<file path="src/rtl/spi_flash_pkg.sv">
// Shared definitions for the SPI NOR flash DMA reader: state and opcode
// encodings, register offsets and register bit positions.
package spi_flash_pkg;

  typedef enum logic [2:0] {
    S_IDLE, S_CMD, S_ADDR, S_DUMMY, S_DATA, S_MEM_WR, S_DONE
  } state_e;

  typedef enum logic [1:0] {OP_READ, OP_FAST, OP_WAKE, OP_SLEEP} op_e;

  localparam logic [7:0] OPC_READ  = 8'h03;
  localparam logic [7:0] OPC_FAST  = 8'h0B;
  localparam logic [7:0] OPC_WAKE  = 8'hAB;
  localparam logic [7:0] OPC_SLEEP = 8'hB9;

  localparam int REG_ADDR_LO   = 0;
  localparam int REG_ADDR_HI   = 1;
  localparam int REG_CMD       = 2;
  localparam int REG_DATA      = 3;
  localparam int REG_STATUS    = 4;
  localparam int REG_DMA_ADDR  = 5;
  localparam int REG_DMA_COUNT = 6;
  localparam int REG_CTRL      = 7;

  localparam int CMD_READ  = 0;
  localparam int CMD_WAKE  = 1;
  localparam int CMD_SLEEP = 2;
  localparam int CMD_ABORT = 3;

  localparam int ST_DONE    = 0;
  localparam int ST_BUSY    = 1;
  localparam int ST_ABORTED = 2;

  localparam int CTRL_FAST    = 0;
  localparam int CTRL_IRQ_EN  = 1;
  localparam int CTRL_DIV_LSB = 4;

  function automatic logic [7:0] opcode(op_e op);
    case (op)
      OP_FAST:  return OPC_FAST;
      OP_WAKE:  return OPC_WAKE;
      OP_SLEEP: return OPC_SLEEP;
      default:  return OPC_READ;
    endcase
  endfunction

endpackage

</file>
<file path="src/rtl/spi_shift_engine.sv">
// Mode-0 SPI bit engine: SCK divider plus an MSB-first shifter of up to 24
// bits. done fires combinationally on the final SCK fall so a follow-on
// segment can start on the same edge without an SCK gap.
module spi_shift_engine (
  input  logic        clk,
  input  logic        rst,
  input  logic        start,
  input  logic        stop,
  input  logic        mosi_en,
  input  logic [3:0]  div,
  input  logic [4:0]  nbits,
  input  logic [23:0] tx_data,
  input  logic        miso,
  output logic        sck,
  output logic        mosi,
  output logic        done,
  output logic [15:0] rx_data
);
  logic        active_q, active_d, sck_q, sck_d, men_q, men_d;
  logic [3:0]  cnt_q, cnt_d;
  logic [4:0]  bits_q, bits_d;
  logic [23:0] sh_q, sh_d;
  logic [15:0] rx_q, rx_d;
  logic        tick, rise, fall;

  always_comb begin
    tick     = active_q && (cnt_q == div);
    rise     = tick && !sck_q;
    fall     = tick && sck_q;
    done     = fall && (bits_q == 5'd1);
    active_d = active_q;
    sck_d    = sck_q;
    men_d    = men_q;
    cnt_d    = cnt_q;
    bits_d   = bits_q;
    sh_d     = sh_q;
    rx_d     = rx_q;
    if (active_q) begin
      cnt_d = tick ? 4'd0 : cnt_q + 4'd1;
      if (tick) sck_d = ~sck_q;
      if (rise) rx_d = {rx_q[14:0], miso};
      if (fall) begin
        sh_d   = {sh_q[22:0], 1'b0};
        bits_d = bits_q - 5'd1;
        if (done) active_d = 1'b0;
      end
    end
    if (stop) begin
      active_d = 1'b0;
      sck_d    = 1'b0;
      cnt_d    = 4'd0;
    end
    if (start) begin
      active_d = 1'b1;
      sck_d    = 1'b0;
      cnt_d    = 4'd0;
      bits_d   = nbits;
      sh_d     = tx_data;
      men_d    = mosi_en;
    end
  end

  always_ff @(posedge clk) begin
    if (rst) begin
      active_q <= 1'b0;
      sck_q    <= 1'b0;
      men_q    <= 1'b0;
      cnt_q    <= 4'd0;
      bits_q   <= 5'd0;
      sh_q     <= 24'd0;
      rx_q     <= 16'd0;
    end else begin
      active_q <= active_d;
      sck_q    <= sck_d;
      men_q    <= men_d;
      cnt_q    <= cnt_d;
      bits_q   <= bits_d;
      sh_q     <= sh_d;
      rx_q     <= rx_d;
    end
  end

  assign sck     = sck_q;
  assign mosi    = men_q & sh_q[23];
  assign rx_data = rx_q;

endmodule

</file>
<file path="src/rtl/spi_flash_dma.sv">
// SPI NOR flash reader that streams flash words into memory over a DMA write
// port; register file, command sequencer and DMA handshake live here.
module spi_flash_dma
  import spi_flash_pkg::*;
#(
  parameter int BITS          = 16,
  parameter int ADDRESS_BITS  = 4,
  parameter int MEM_ADDR_BITS = 16,
  parameter int DIV_RESET     = 3
) (
  input  logic                     CLK,
  input  logic                     RST,
  input  logic [ADDRESS_BITS-1:0]  ADDRESS,
  input  logic [BITS-1:0]          DATA_IN,
  output logic [BITS-1:0]          DATA_OUT,
  input  logic                     WR,
  output logic                     MOSI,
  input  logic                     MISO,
  output logic                     SCK,
  output logic                     CSb,
  output logic                     wvalid,
  input  logic                     wready,
  output logic [MEM_ADDR_BITS-1:0] memory_address,
  output logic [15:0]              memory_data,
  output logic                     irq
);
  state_e state_q, state_d;
  op_e    op_q, op_d, cmd_op;
  logic [15:0] addr_lo_q, addr_lo_d, wdata_q, wdata_d;
  logic [7:0]  addr_hi_q, addr_hi_d;
  logic [BITS-1:0] data_q, data_d;
  logic [MEM_ADDR_BITS-1:0] dma_addr_q, dma_addr_d, dma_count_q, dma_count_d;
  logic [MEM_ADDR_BITS-1:0] waddr_q, waddr_d, wcount_q, wcount_d;
  logic [3:0]  div_q, div_d, wdiv_q, wdiv_d;
  logic done_q, done_d, aborted_q, aborted_d, abort_q, abort_d;
  logic fast_q, fast_d, irq_en_q, irq_en_d;
  logic busy, cmd_go, abort_now;
  logic eng_start, eng_stop, eng_mosi_en, eng_done, eng_sck;
  logic [4:0]  eng_nbits;
  logic [23:0] eng_tx;
  logic [15:0] eng_rx;

  assign busy      = (state_q != S_IDLE);
  assign cmd_go    = WR && (ADDRESS == ADDRESS_BITS'(REG_CMD)) && !busy
                     && (|DATA_IN[CMD_SLEEP:CMD_READ]);
  // Aborts land only while SCK is low so the bus is never left mid-pulse.
  assign abort_now = abort_q && !eng_sck;

  always_comb begin
    if (DATA_IN[CMD_READ])      cmd_op = fast_q ? OP_FAST : OP_READ;
    else if (DATA_IN[CMD_WAKE]) cmd_op = OP_WAKE;
    else                        cmd_op = OP_SLEEP;
  end

  always_ff @(posedge CLK) begin
    if (RST) state_q <= S_IDLE;
    else     state_q <= state_d;
  end

  always_comb begin
    state_d = state_q;
    case (state_q)
      S_IDLE:   if (cmd_go) state_d = S_CMD;
      S_CMD:    if (abort_now) state_d = S_DONE;
                else if (eng_done) state_d = (op_q == OP_WAKE || op_q == OP_SLEEP) ? S_DONE : S_ADDR;
      S_ADDR:   if (abort_now) state_d = S_DONE;
                else if (eng_done) state_d = (op_q == OP_FAST) ? S_DUMMY : S_DATA;
      S_DUMMY:  if (abort_now) state_d = S_DONE;
                else if (eng_done) state_d = S_DATA;
      S_DATA:   if (abort_now) state_d = S_DONE;
                else if (eng_done) state_d = S_MEM_WR;
      S_MEM_WR: if (wready) state_d = (abort_q || wcount_q == '0) ? S_DONE : S_DATA;
      default:  state_d = S_IDLE;
    endcase
  end

  always_comb begin
    eng_start   = 1'b0;
    eng_stop    = 1'b0;
    eng_mosi_en = 1'b0;
    eng_nbits   = 5'd16;
    eng_tx      = 24'd0;
    case (state_q)
      S_IDLE: if (cmd_go) begin
        eng_start   = 1'b1;
        eng_mosi_en = 1'b1;
        eng_nbits   = 5'd8;
        eng_tx      = {opcode(cmd_op), 16'h0};
      end
      S_CMD, S_ADDR, S_DUMMY, S_DATA: begin
        eng_stop = abort_now;
        if (!abort_now && eng_done && state_d != S_MEM_WR && state_d != S_DONE) begin
          eng_start = 1'b1;
          if (state_q == S_CMD) begin
            eng_mosi_en = 1'b1;
            eng_nbits   = 5'd24;
            eng_tx      = {addr_hi_q, addr_lo_q};
          end else if (state_d == S_DUMMY) begin
            eng_nbits = 5'd8;
          end
        end
      end
      S_MEM_WR: eng_start = (state_d == S_DATA);
      default: ;
    endcase
    CSb            = (state_q == S_IDLE) || (state_q == S_DONE);
    wvalid         = (state_q == S_MEM_WR);
    irq            = (state_q == S_DONE) && irq_en_q;
    memory_address = waddr_q;
    memory_data    = wdata_q;
  end

  always_comb begin
    addr_lo_d = addr_lo_q;  addr_hi_d = addr_hi_q;  data_d = data_q;
    dma_addr_d = dma_addr_q;  dma_count_d = dma_count_q;
    fast_d = fast_q;  irq_en_d = irq_en_q;  div_d = div_q;
    op_d = op_q;  waddr_d = waddr_q;  wcount_d = wcount_q;  wdiv_d = wdiv_q;
    wdata_d = wdata_q;  done_d = done_q;  aborted_d = aborted_q;  abort_d = abort_q;
    if (WR) begin
      case (ADDRESS)
        ADDRESS_BITS'(REG_ADDR_LO):   addr_lo_d   = DATA_IN[15:0];
        ADDRESS_BITS'(REG_ADDR_HI):   addr_hi_d   = DATA_IN[7:0];
        ADDRESS_BITS'(REG_DMA_ADDR):  dma_addr_d  = DATA_IN[MEM_ADDR_BITS-1:0];
        ADDRESS_BITS'(REG_DMA_COUNT): dma_count_d = DATA_IN[MEM_ADDR_BITS-1:0];
        ADDRESS_BITS'(REG_CTRL): begin
          fast_d   = DATA_IN[CTRL_FAST];
          irq_en_d = DATA_IN[CTRL_IRQ_EN];
          div_d    = DATA_IN[CTRL_DIV_LSB +: 4];
        end
        ADDRESS_BITS'(REG_CMD): if (busy && DATA_IN[CMD_ABORT]) abort_d = 1'b1;
        default: ;
      endcase
    end
    if (cmd_go) begin
      op_d = cmd_op;  waddr_d = dma_addr_q;  wcount_d = dma_count_q;  wdiv_d = div_q;
      done_d = 1'b0;  aborted_d = 1'b0;  abort_d = 1'b0;
    end
    // First flash byte goes to the low half of the memory word.
    if (state_q == S_DATA && eng_done) wdata_d = {eng_rx[7:0], eng_rx[15:8]};
    if (state_q == S_MEM_WR && wready) begin
      waddr_d = waddr_q + 1'b1;
      data_d  = BITS'(wdata_q);
      if (wcount_q != '0) wcount_d = wcount_q - 1'b1;
    end
    if (abort_q && state_q != S_DONE && state_d == S_DONE) aborted_d = 1'b1;
    if (state_q == S_DONE) begin
      done_d  = 1'b1;
      abort_d = 1'b0;
    end
  end

  always_ff @(posedge CLK) begin
    if (RST) begin
      addr_lo_q <= '0;  addr_hi_q <= '0;  data_q <= '0;  dma_addr_q <= '0;  dma_count_q <= '0;
      fast_q <= 1'b0;  irq_en_q <= 1'b0;  div_q <= 4'(DIV_RESET);  op_q <= OP_READ;
      waddr_q <= '0;  wcount_q <= '0;  wdiv_q <= 4'(DIV_RESET);  wdata_q <= '0;
      done_q <= 1'b0;  aborted_q <= 1'b0;  abort_q <= 1'b0;
    end else begin
      addr_lo_q <= addr_lo_d;  addr_hi_q <= addr_hi_d;  data_q <= data_d;
      dma_addr_q <= dma_addr_d;  dma_count_q <= dma_count_d;
      fast_q <= fast_d;  irq_en_q <= irq_en_d;  div_q <= div_d;  op_q <= op_d;
      waddr_q <= waddr_d;  wcount_q <= wcount_d;  wdiv_q <= wdiv_d;  wdata_q <= wdata_d;
      done_q <= done_d;  aborted_q <= aborted_d;  abort_q <= abort_d;
    end
  end

  always_comb begin
    DATA_OUT = '0;
    case (ADDRESS)
      ADDRESS_BITS'(REG_ADDR_LO):   DATA_OUT = BITS'(addr_lo_q);
      ADDRESS_BITS'(REG_ADDR_HI):   DATA_OUT = BITS'(addr_hi_q);
      ADDRESS_BITS'(REG_DATA):      DATA_OUT = data_q;
      ADDRESS_BITS'(REG_STATUS):    DATA_OUT = BITS'({aborted_q, busy, done_q});
      ADDRESS_BITS'(REG_DMA_ADDR):  DATA_OUT = BITS'(dma_addr_q);
      ADDRESS_BITS'(REG_DMA_COUNT): DATA_OUT = BITS'(dma_count_q);
      ADDRESS_BITS'(REG_CTRL):      DATA_OUT = BITS'({div_q, 2'b00, irq_en_q, fast_q});
      default: ;
    endcase
  end

  spi_shift_engine u_eng (
    .clk     (CLK),
    .rst     (RST),
    .start   (eng_start),
    .stop    (eng_stop),
    .mosi_en (eng_mosi_en),
    .div     (wdiv_q),
    .nbits   (eng_nbits),
    .tx_data (eng_tx),
    .miso    (MISO),
    .sck     (eng_sck),
    .mosi    (MOSI),
    .done    (eng_done),
    .rx_data (eng_rx)
  );
  assign SCK = eng_sck;

endmodule

</file>
<file path="config.mk">
export PLATFORM = sky130hd
export DESIGN_NAME = spi_flash_dma
export DESIGN_NICKNAME = d
export VERILOG_FILES = /design/src/rtl/spi_flash_pkg.sv /design/src/rtl/spi_shift_engine.sv /design/src/rtl/spi_flash_dma.sv
export SDC_FILE = /design/constraint.sdc
export NUM_CORES = 1
export LEC_CHECK = 0
export ABC_AREA = 0
export CAP_MARGIN = 0
export CELL_PAD_IN_SITES_DETAIL_PLACEMENT = 0
export CELL_PAD_IN_SITES_GLOBAL_PLACEMENT = 1
export CORE_MARGIN = 10
export CORE_UTILIZATION = 43
export CTS_CLUSTER_SIZE = 20
export DETAILED_ROUTE_END_ITERATION = 16
export HOLD_SLACK_MARGIN = 0.1
export PLACE_DENSITY_LB_ADDON = 0.3
export SKIP_LAST_GASP = 1
export SYNTH_ARGS = -nofsm -noshare
export SYNTH_HDL_FRONTEND = slang
export SYNTH_HIERARCHICAL = 1
export SYNTH_SLANG_ARGS = --single-unit
</file>
<file path="constraint.sdc">
create_clock -name CLK -period 4.2 [get_ports CLK]
set_clock_uncertainty 0.15 [all_clocks]
set_input_delay 0.63 -clock CLK [delete_from_list [all_inputs] [get_ports CLK]]
set_output_delay 0.63 -clock CLK [all_outputs]
set_load 0.005 [all_outputs]
</file>
* Yosys cells after proc, flatten, opt, wreduce, memory -nomap -nowiden *
Cells that the tools add are included.
W data, S select, Z words.

storage, ports and cells
  flip-flop bits (word level) = 190
  output and inout port bits = 53
  word-level logic and storage cells = 158
  input port bits = 25

cells by class
  add/subtract/negate cells = 4
  multiplexer cells = 55
  bitwise logic cells = 2
  equal/unequal tests = 27
  reductions and logical operators = 46

operators with widths
  operator                 count
  $mux W24                 6
  $pmux W16 S7             1
  $mux W16                 5
  $pmux W24 S2             1
  $mux W3                  12
  $mux W5                  7
  $pmux W8 S3              1
  $pmux W3 S6              1
  $logic_and A1 B1 Y1      17
  $add A16 B1 Y16 const B  1
  $eq A4 B3 Y1 const B     4
  $logic_not A16 Y1        1
  $reduce_and A2 Y1        8
  $reduce_bool A16 Y1      1
  $sub A16 B1 Y16 const B  1
  $eq A3 B3 Y1 const B     5
  $mux W1                  15
  $pmux W5 S2              1
  $reduce_bool A2 Y1       5
  $eq A3 B2 Y1 const B     3
  $ne A3 B3 Y1 const B     3
  $reduce_or A3 Y1         3
  $eq A2 B2 Y1 const B     4
  $eq A4 B2 Y1 const B     2
  other kinds (20)         26

* Longest topological paths before layout *
Gate-level depths: netlist of run 1.

  depth in word-level cells = 14
  gate-level depth with buffers = 17
  depth with buffers taken out = 13

* Modules after synthesis *
The synthesis of run 1 kept the hierarchy.

by module, submodules not included
  module            seq. area each (sq um)  instances  area each (sq um)  cells an instance
  spi_flash_dma     2,762.6                 1          6,606.3            855
  spi_shift_engine  1,041.0                 1          2,499.9            278

* Worst setup path before layout of run 1 *
OpenSTA, ideal clock, no wires.

  path type = reg-to-reg
  start point = register u_eng.cnt_q[2]
  end point = register u_eng.cnt_q[1]
  stages on the path, launching flop included = 17
  setup time = 0.075 ns
  path buffers = 5
  slack = 0.664 ns
  required time = 3.975 ns
  arrival time = 3.311 ns
  period minus slack after synthesis = 3.536 ns
  cell sequence = dfxtp_1 -> xnor2_1 -> nand3_1 -> buf_2 -> buf_2 -> nor4_1 -> clkbuf_1 -> a21oi_1 -> a2111oi_0 -> a21oi_1 -> a21oi_1 -> o211ai_1 -> clkbuf_1 -> buf_2 -> nor3_1 -> o21ai_0 -> o22ai_1

between the ends
  cells in the longest elaborated chain, start to end = 13
  elaborated cells on any way between the ends = 23
  those cells by class = eq/ne (4); mux (12); reduce/logical (7)

ends and longest elaborated chain
  what                                            line                    source
  start, declared                                 spi_shift_engine.sv:20  logic [3:0] cnt_q, cnt_d;
  start signal, assigned                          spi_shift_engine.sv:76  cnt_q <= cnt_d;
  $eq A4 B4 Y1 (*)                                spi_shift_engine.sv:27  tick = active_q && (cnt_q == div);
  $logic_and A1 B1 Y1 (*)                         spi_shift_engine.sv:27
  $logic_and A1 B1 Y1 (*)                         spi_shift_engine.sv:29  fall = tick && sck_q;
  $logic_and A1 B1 Y1 (*)                         spi_shift_engine.sv:30  done = fall && (bits_q == 5'd1);
  net eng_done                                    spi_flash_dma.sv:38     logic eng_start, eng_stop, eng_mosi_en, eng_done, eng_sck;
  $mux W3, on equally long branches (2 in a row)  -
  $pmux W3 S6                                     spi_flash_dma.sv:62     case (state_q)
  $ne A3 B3 Y1                                    spi_flash_dma.sv:92     if (!abort_now && eng_done && state_d != S_MEM_WR && state_d != S_DONE) begin
  $logic_and A1 B1 Y1 (2 in a row)                spi_flash_dma.sv:92
  $mux W1                                         spi_flash_dma.sv:92
  $pmux W1 S3 (*)                                 spi_flash_dma.sv:83     case (state_q)
  net eng_start                                   spi_flash_dma.sv:38
  $reduce_or A3 Y1 (no line) (*)                  -

The timed path passes the listed nets; every way through them passes the cells marked *.
A chain may end at the register's enable or synchronous reset.

* Worst setup path in the final report of run 1 *
  start point = input ADDRESS[1]
  end point = output DATA_OUT[5]

between the ends
  cells in the longest elaborated chain, start to end = 2
  elaborated cells on any way between the ends = 8
  those cells by class = eq/ne (6); mux (1); reduce/logical (1)

ends and longest elaborated chain
  what                                  line                  source
  start, declared                       spi_flash_dma.sv:13   input logic [ADDRESS_BITS-1:0] ADDRESS,
  $eq A4 B3 Y1 (tied with other cells)  spi_flash_dma.sv:169  case (ADDRESS)
  $pmux W16 S7 (*)                      spi_flash_dma.sv:169
  end, declared                         spi_flash_dma.sv:15   output logic [BITS-1:0] DATA_OUT,

Every way passes the cells marked *; elsewhere a longest branch is shown, timed or not.

==> out/results.ini, run 1 <==
[final_layout]
fin_nets=1199
multiInputGateArea_sq_um=4880
area_delta_synth_final_pct=18.1
drive_gt1_share_pct=8.29
num_antenna_cells=0
seq_area_sq_um=3800
fin_cells=1457
fill_cells=2067

[drt]
maxUsedRoutingLayer=met4
drcViolationCount=0
wire_per_inst_um=19.6
ant_nets=0
route.met2.wl_um=12900
wl_met1_um=13000
firstDrtPassIters=5
routed_via_density=5.78
wl_um=28500
dr.first_iter.drc_count=760
vias=8428
met3WireLength_um=2250

[clock_network]
numCtsBuffers=17
cts_sinks=190
cts_tree=built
htree_num_levels=4
clk_latency_ps=450
root_buffer=clkbuf_16
cts_resized=0
clk_pin_slew_ps=90
cts_hold_buf=0
postCtsSetupRepairBufs=0
clk_path_buf_depth=2

[critical_path]
critPathCapture=DATA_OUT[5]
worst_path_max_delay_cell=clkdlybuf4s50_1
cp.arrival_ps=3020
r2r-end=u_eng/sh_q[17]$_SDFFE_PP0P_
critPathMaxStageDelay_ps=750
cp-startpoint=ADDRESS[1]
worstRegToRegCells=13
worstSetupEndpointType=output pin
crit_fanout=10
r2r-start=u_eng/cnt_q[0]$_SDFFE_PP0P_
cp_data_required_time_ps=3420
path_class=input port to output pin
critPathLaunchType=input port
rrSetupSlack_ps=550
crit_chain=clkdlybuf4s50_1 > buf_4 > nand2_1 > nor3_1 > buf_4 > a22oi_1 > nand3_1 > clkdlybuf4s50_1

[timing]
max_freq_mhz=263
timing.final.ws_setup_ps=396
finalSetupTns_ps=0
maxSlewViolCount=0
timing.final.crit_share_pct=90.6
period_minus_slack_ps=3800
maxSlewHeadroom_pct=41.4
max_slew.worst_pin.slew_ps=876
final-setup-viol-count=0
rsz0062_at_grt=false
hold_viol_final=0

[die]
die_w_um=166
boundaryPins=78
rows=53
dieHeight_um=166
core_sq_um=21000
start_util_pct=43.5
die-area_sq_um=27400

[grt]
grt_max_degree=72
antenna_found_initial=0
grt.total_usage_pct=21.0
grt_pass1_wl_um=45300
overflow=0
grt_pass1_vias=8093

[min_path]
hold_start=u_eng/rx_data[9]$_SDFFE_PP0P_
hp-class=flop to flop

[synthesis]
synth_edf_count=0
ys.flop_type=dfxtp_1
synth_seq_cells=190
mappedNetlistArea_sq_um=9110
yosysSeqAreaShare_pct=41.8
syn_area_per_cell_sq_um=8.04
synthCells=1133
async_flop_share_pct=0
synthDistinctLibCells=82
ys_warn_count=6

[pwr]
power_density_nw_per_um2=346
p_leak_uw=0.00374
ir_drop_mv=0.235

[place]
dp_hpwl_um=20000
pre_cts_slack_ps=428
port_buffers=77
placed_cells=1425
gp_congestion=0.930

[outcome]
status=completed

[run]
cap_violations=0

-- sequential cells by signal, indices dropped and copies added (netlist names), 2 cells and up --
register and cells:
u_eng/cnt_q 4, div_q 4, memory_address 16, addr_lo_q 16, wcount_q 16, addr_hi_q 8, op_q 2, wdiv_q 4
u_eng/rx_data 16, memory_data 16, dma_count_q 16, dma_addr_q 16, u_eng/sh_q 24, state_q 3, data_q 16, u_eng/bits_q 5
-- final cells by class --
class	count	share of cell area (%)
multi-input combinational	837	45.4
sequential	190	35.4
timing repair buffer	105	9.36
clock buffer	17	3.96
tap	275	3.20
clock inverter	15	2.07
inverter	18	0.628
-- critical path, delay by kind of cell --
kind / cells / cell delay [ps]
and+or+nand+nor: 3 / 510
AOI/OAI and AO/OA: 1 / 80
buffers and inverters: 4 / 1800
-- layout by cell type (no fill, tap or decap), types with 16 or more instances in the layout --
cell / netlist / routed
nand3_1: 20 / 20
buf_4: 1 / 26
nor4_1: 37 / 36
clkbuf_16: 0 / 17
dfxtp_1: 190 / 190
mux2i_1: 41 / 41
nand2b_1: 25 / 25
nor2_1: 108 / 108
clkdlybuf4s50_1: 0 / 76
nor3_1: 18 / 16
a22oi_1: 28 / 28
and2_1: 25 / 25
inv_1: 17 / 17
a21oi_1: 117 / 117
o21ai_0: 19 / 19
nand2_1: 226 / 226
-- routing by layer --
| layer | global-route usage, % | up-vias |
|---|---|---|
| met5 | 0 | - |
| met4 | 5.07 | 0 |
| met3 | 5.83 | 23 |
| met2 | 32.2 | 265 |
| met1 | 28.6 | 4042 |
| li1 | - | 4098 |
-- kinds of logic (layout without fill, tap and decap cells) --
logic type               Yosys count  in the layout  share of synthesized area, %
buffers and inverters            108            155                          5.00
AND/OR/NAND/NOR                  505            505                          26.1
multiplexers                      48             48                          5.54
adder cells (fa/ha/maj)            5              5                         0.687
other                              1              3                        0.0412
AO/OA/AOI/OAI                    271            271                          20.3
XOR/XNOR                           5              5                         0.563
flip-flops                       190            190                          41.8
-- power breakdown --
part           switching, uW  internal [uW]  leakage [uW]  total [uW]
combinational            112           67.4       0.00191         180
sequential              15.6           1820       0.00153        1830
clock                    839            872      0.000303        1710
total                    967           2750       0.00374        3720
-- worst min-delay path by stage --
stage,endpoint,depth (start not counted)
detailed placement,memory_data[1]$_SDFFE_PP0P_,2
global placement,memory_data[1]$_SDFFE_PP0P_,2
finish,memory_data[1]$_SDFFE_PP0P_,2
global route,memory_data[1]$_SDFFE_PP0P_,2
CTS,memory_data[1]$_SDFFE_PP0P_,2
floorplan,memory_data[0]$_SDFFE_PP0P_,2
-- cell usage after synthesis (all sizes together) (3+ instances only) --
library cell / n / area, sq um
xnor2: 3 / 33.8
clkbuf: 68 / 265
ha: 5 / 62.6
dfxtp: 190 / 3800
nor3: 18 / 90.1
mux2: 6 / 71.3
a22o: 3 / 26.3
o22ai: 6 / 37.5
o311ai: 3 / 26.3
inv: 17 / 63.8
or2: 3 / 21.3
o31a: 5 / 43.8
nor3b: 3 / 22.5
nor2b: 5 / 31.3
a31oi: 9 / 56.3
and3: 4 / 25.0
a2111oi: 25 / 288
nor2: 108 / 405
and2: 25 / 156
nand2: 226 / 848
o21a: 3 / 22.5
a311oi: 3 / 26.3
nand4b: 3 / 26.3
a211oi: 6 / 45.0
o21ai: 20 / 100
nand2b: 25 / 156
mux2i: 41 / 410
a21o: 4 / 30.0
a21oi: 118 / 602
buf: 22 / 123
a22oi: 28 / 210
a32oi: 5 / 43.8
nor4: 38 / 244
nand4: 7 / 58.8
or3b: 3 / 26.3
or3: 4 / 25.0
nand3: 21 / 110
a221oi: 5 / 43.8
nand3b: 4 / 30.0
a221o: 4 / 40.0
-- stage by stage --
step | total power [uW] | hold slack, ps | utilization (%) | cell area, sq um
after detailed placement | 2050 | 294 | 48.2 | 10100
after floorplan | 1970 | 282 | - | 9110
final | 3720 | 305 | 51.3 | 10800
after global placement | 2050 | 290 | 48.2 | 10100
after CTS | 3750 | 306 | 51.3 | 10800
after global routing | 3850 | 332 | 51.3 | 10800
(Power assumes the default switching activity.)
==> inputs of run 2 (changes only) <==
- CORE_MARGIN: 10 -> 5
==> out/results.ini, run 2 (synthesized netlist as in run 1, its figures left out) <==
[outcome]
status=completed

[timing]
maxSlewHeadroom_pct=46.3  ; +4.9 points
max_slew.worst_pin.slew_ps=803  ; -73.7 ps
timing.final.ws_setup_ps=526  ; +130 ps
period_minus_slack_ps=3670  ; -130 ps
final-setup-viol-count=0  ; unchanged
rsz0062_at_grt=false
maxSlewViolCount=0  ; unchanged
hold_viol_final=0  ; unchanged
finalSetupTns_ps=0  ; unchanged
max_freq_mhz=272  ; +3.5%
timing.final.crit_share_pct=87.5  ; -3.1 points

[pwr]
internal-power_uw=2750  ; -0.21%
netSwitchingFraction_pct=25.9  ; -0.12 points
ir_drop_mv=0.200  ; -15%
p_clk_share_pct=45.8  ; -0.2 points
seqPwrFrac_pct=49.3  ; about the same
power_frac_comb_pct=4.9  ; about the same
power.switching_uw=959  ; -0.85%
power_density_nw_per_um2=346  ; about the same
p_leak_uw=0.00374  ; -0.11%

[drt]
wl_um=28000  ; -1.8%
firstDrtPassIters=5  ; unchanged
vias=8422  ; -0.071%
routed_via_density=5.79  ; about the same
wire_per_inst_um=19.3  ; -1.7%
dr.first_iter.drc_count=699  ; -8.0%
ant_nets=0  ; unchanged
drcViolationCount=0  ; unchanged

[place]
place_area_sq_um=10100  ; about the same
port_buffers=77  ; unchanged
gp_congestion=0.890  ; -4.3%
dp_hpwl_um=19100  ; -4.2%
pre_cts_slack_ps=264  ; -164 ps
placed_cells=1423  ; -0.14%

[min_path]
hold_start=u_eng/rx_data[5]$_SDFFE_PP0P_
hp-class=flop to flop

[final_layout]
final_cell_mix=nand2_1, dfxtp_1, a21oi_1, nor2_1, clkdlybuf4s50_1
mostFrequentLayoutCell=nand2_1
fin_area_sq_um=10700  ; -0.31%
fin_nets=1197  ; -0.17%
fin_cells=1455  ; -0.14%
num_antenna_cells=0  ; unchanged
area_delta_synth_final_pct=17.7
max_flop_register=u_eng/sh_q
drive_gt1_share_pct=8.14  ; -0.16 points
largest_reg_flops=24  ; unchanged

[die]
rows=53  ; unchanged
core_sq_um=21000  ; unchanged
dieHeight_um=156  ; -6.0%
die_w_um=156  ; -6.0%
boundaryPins=78  ; unchanged
die-area_sq_um=24200  ; -12%
start_util_pct=43.5  ; unchanged

[critical_path]
cp.arrival_ps=2890  ; -130 ps
cp-startpoint=ADDRESS[1]
cp_data_required_time_ps=3420  ; about the same
worst_path_max_delay_cell=clkdlybuf4s50_1
crit_fanout=17  ; +7
crit_chain=clkdlybuf4s50_1 > buf_4 > nand2b_1 > nor2b_1 > buf_4 > nand2_1 > o21ai_0 > a221o_1 > clkdlybuf4s50_1
path_class=input port to output pin
r2r-start=u_eng/cnt_q[0]$_SDFFE_PP0P_
critPathMaxStageDelay_ps=540  ; -210 ps
worstSetupEndpointType=output pin
critPathLaunchType=input port

[grt]
grt_pass1_vias=7858  ; -2.9%
overflow=0  ; unchanged
antenna_found_initial=0  ; unchanged
grt.total_usage_pct=23.0  ; +2.0 points
grt_max_degree=153  ; +110%
grt_pass1_wl_um=44300  ; -2.2%

[clock_network]
clk_path_buf_depth=2  ; unchanged
cts_hold_buf=0  ; unchanged
cts_tree=built
clk_pin_slew_ps=80  ; about the same
numCtsBuffers=17  ; unchanged
htree_num_levels=4  ; unchanged
clk_latency_ps=440  ; about the same
cts_sinks=190  ; unchanged
root_buffer=clkbuf_16
cts_resized=0  ; unchanged
postCtsSetupRepairBufs=0  ; unchanged

[run]
cap_violations=0  ; unchanged

==> run 2: cell types whose count changed in the layout (fill, tap and decap cells not counted), sizes merged <==
cell      delta
inv          +5
clkinv       -3
buf          -2
clkinvlp     -2
==> run 2: path summary, 6_finish.rpt <==
| check | slack (ps) | end | depth (start not counted) |
|---|---|---|---|
| worst max-delay path | 530 | DATA_OUT[3] | 9 |
| worst min-delay path | 300 | memory_data[13]$_SDFFE_PP0P_ | 2 |
| worst max register to register | 550 | u_eng/sh_q[3]$_SDFFE_PP0P_ | 12 |
| worst min register to register | 300 | memory_data[13]$_SDFFE_PP0P_ | 2 |
==> run 2: critical path, delay by kind of cell <==
kind / cells / cell delay [ps]
buffers and inverters: 4 / 1550
AND/OR/NAND/NOR: 3 / 480
AO/OA/AOI/OAI: 2 / 240
==> run 2: layout make-up <==
class,count,area (sq um)
Multi-Input combinational cell,837,4880
Fill cell,2057,10200
Clock inverter,15,191
Timing Repair Buffer,103,1000
Clock buffer,17,425
Sequential cell,190,3800
Tap cell,275,344
Inverter,18,67.6
==> run 2: power by group through the flow <==
stage	logic (uW)	clock network, uW	registers (uW)
after detailed placement	180	0	1870
final	181	1700	1830
after floorplan	102	0	1870
after global placement	179	0	1870
after CTS	181	1720	1830
after global routing	195	1800	1830
==> run 2: per-stage QoR <==
step	hold WS, ps	util [%]	total power, uW
2_1_floorplan	282	-	1970
5_1_grt	330	51.2	3830
3_5_place_dp	299	48.2	2050
3_3_place_gp	292	48.2	2050
6_report	304	51.2	3710
4_1_cts	308	51.2	3730
==> run 2: layer usage <==
layer	routed length (um)	GRT usage, %	vias up
met2	12800	35.8	253
met1	13300	33.4	4046
met3	1680	4.92	23
li1	-	-	4100
met4	257	4.25	0
met5	0	0	-
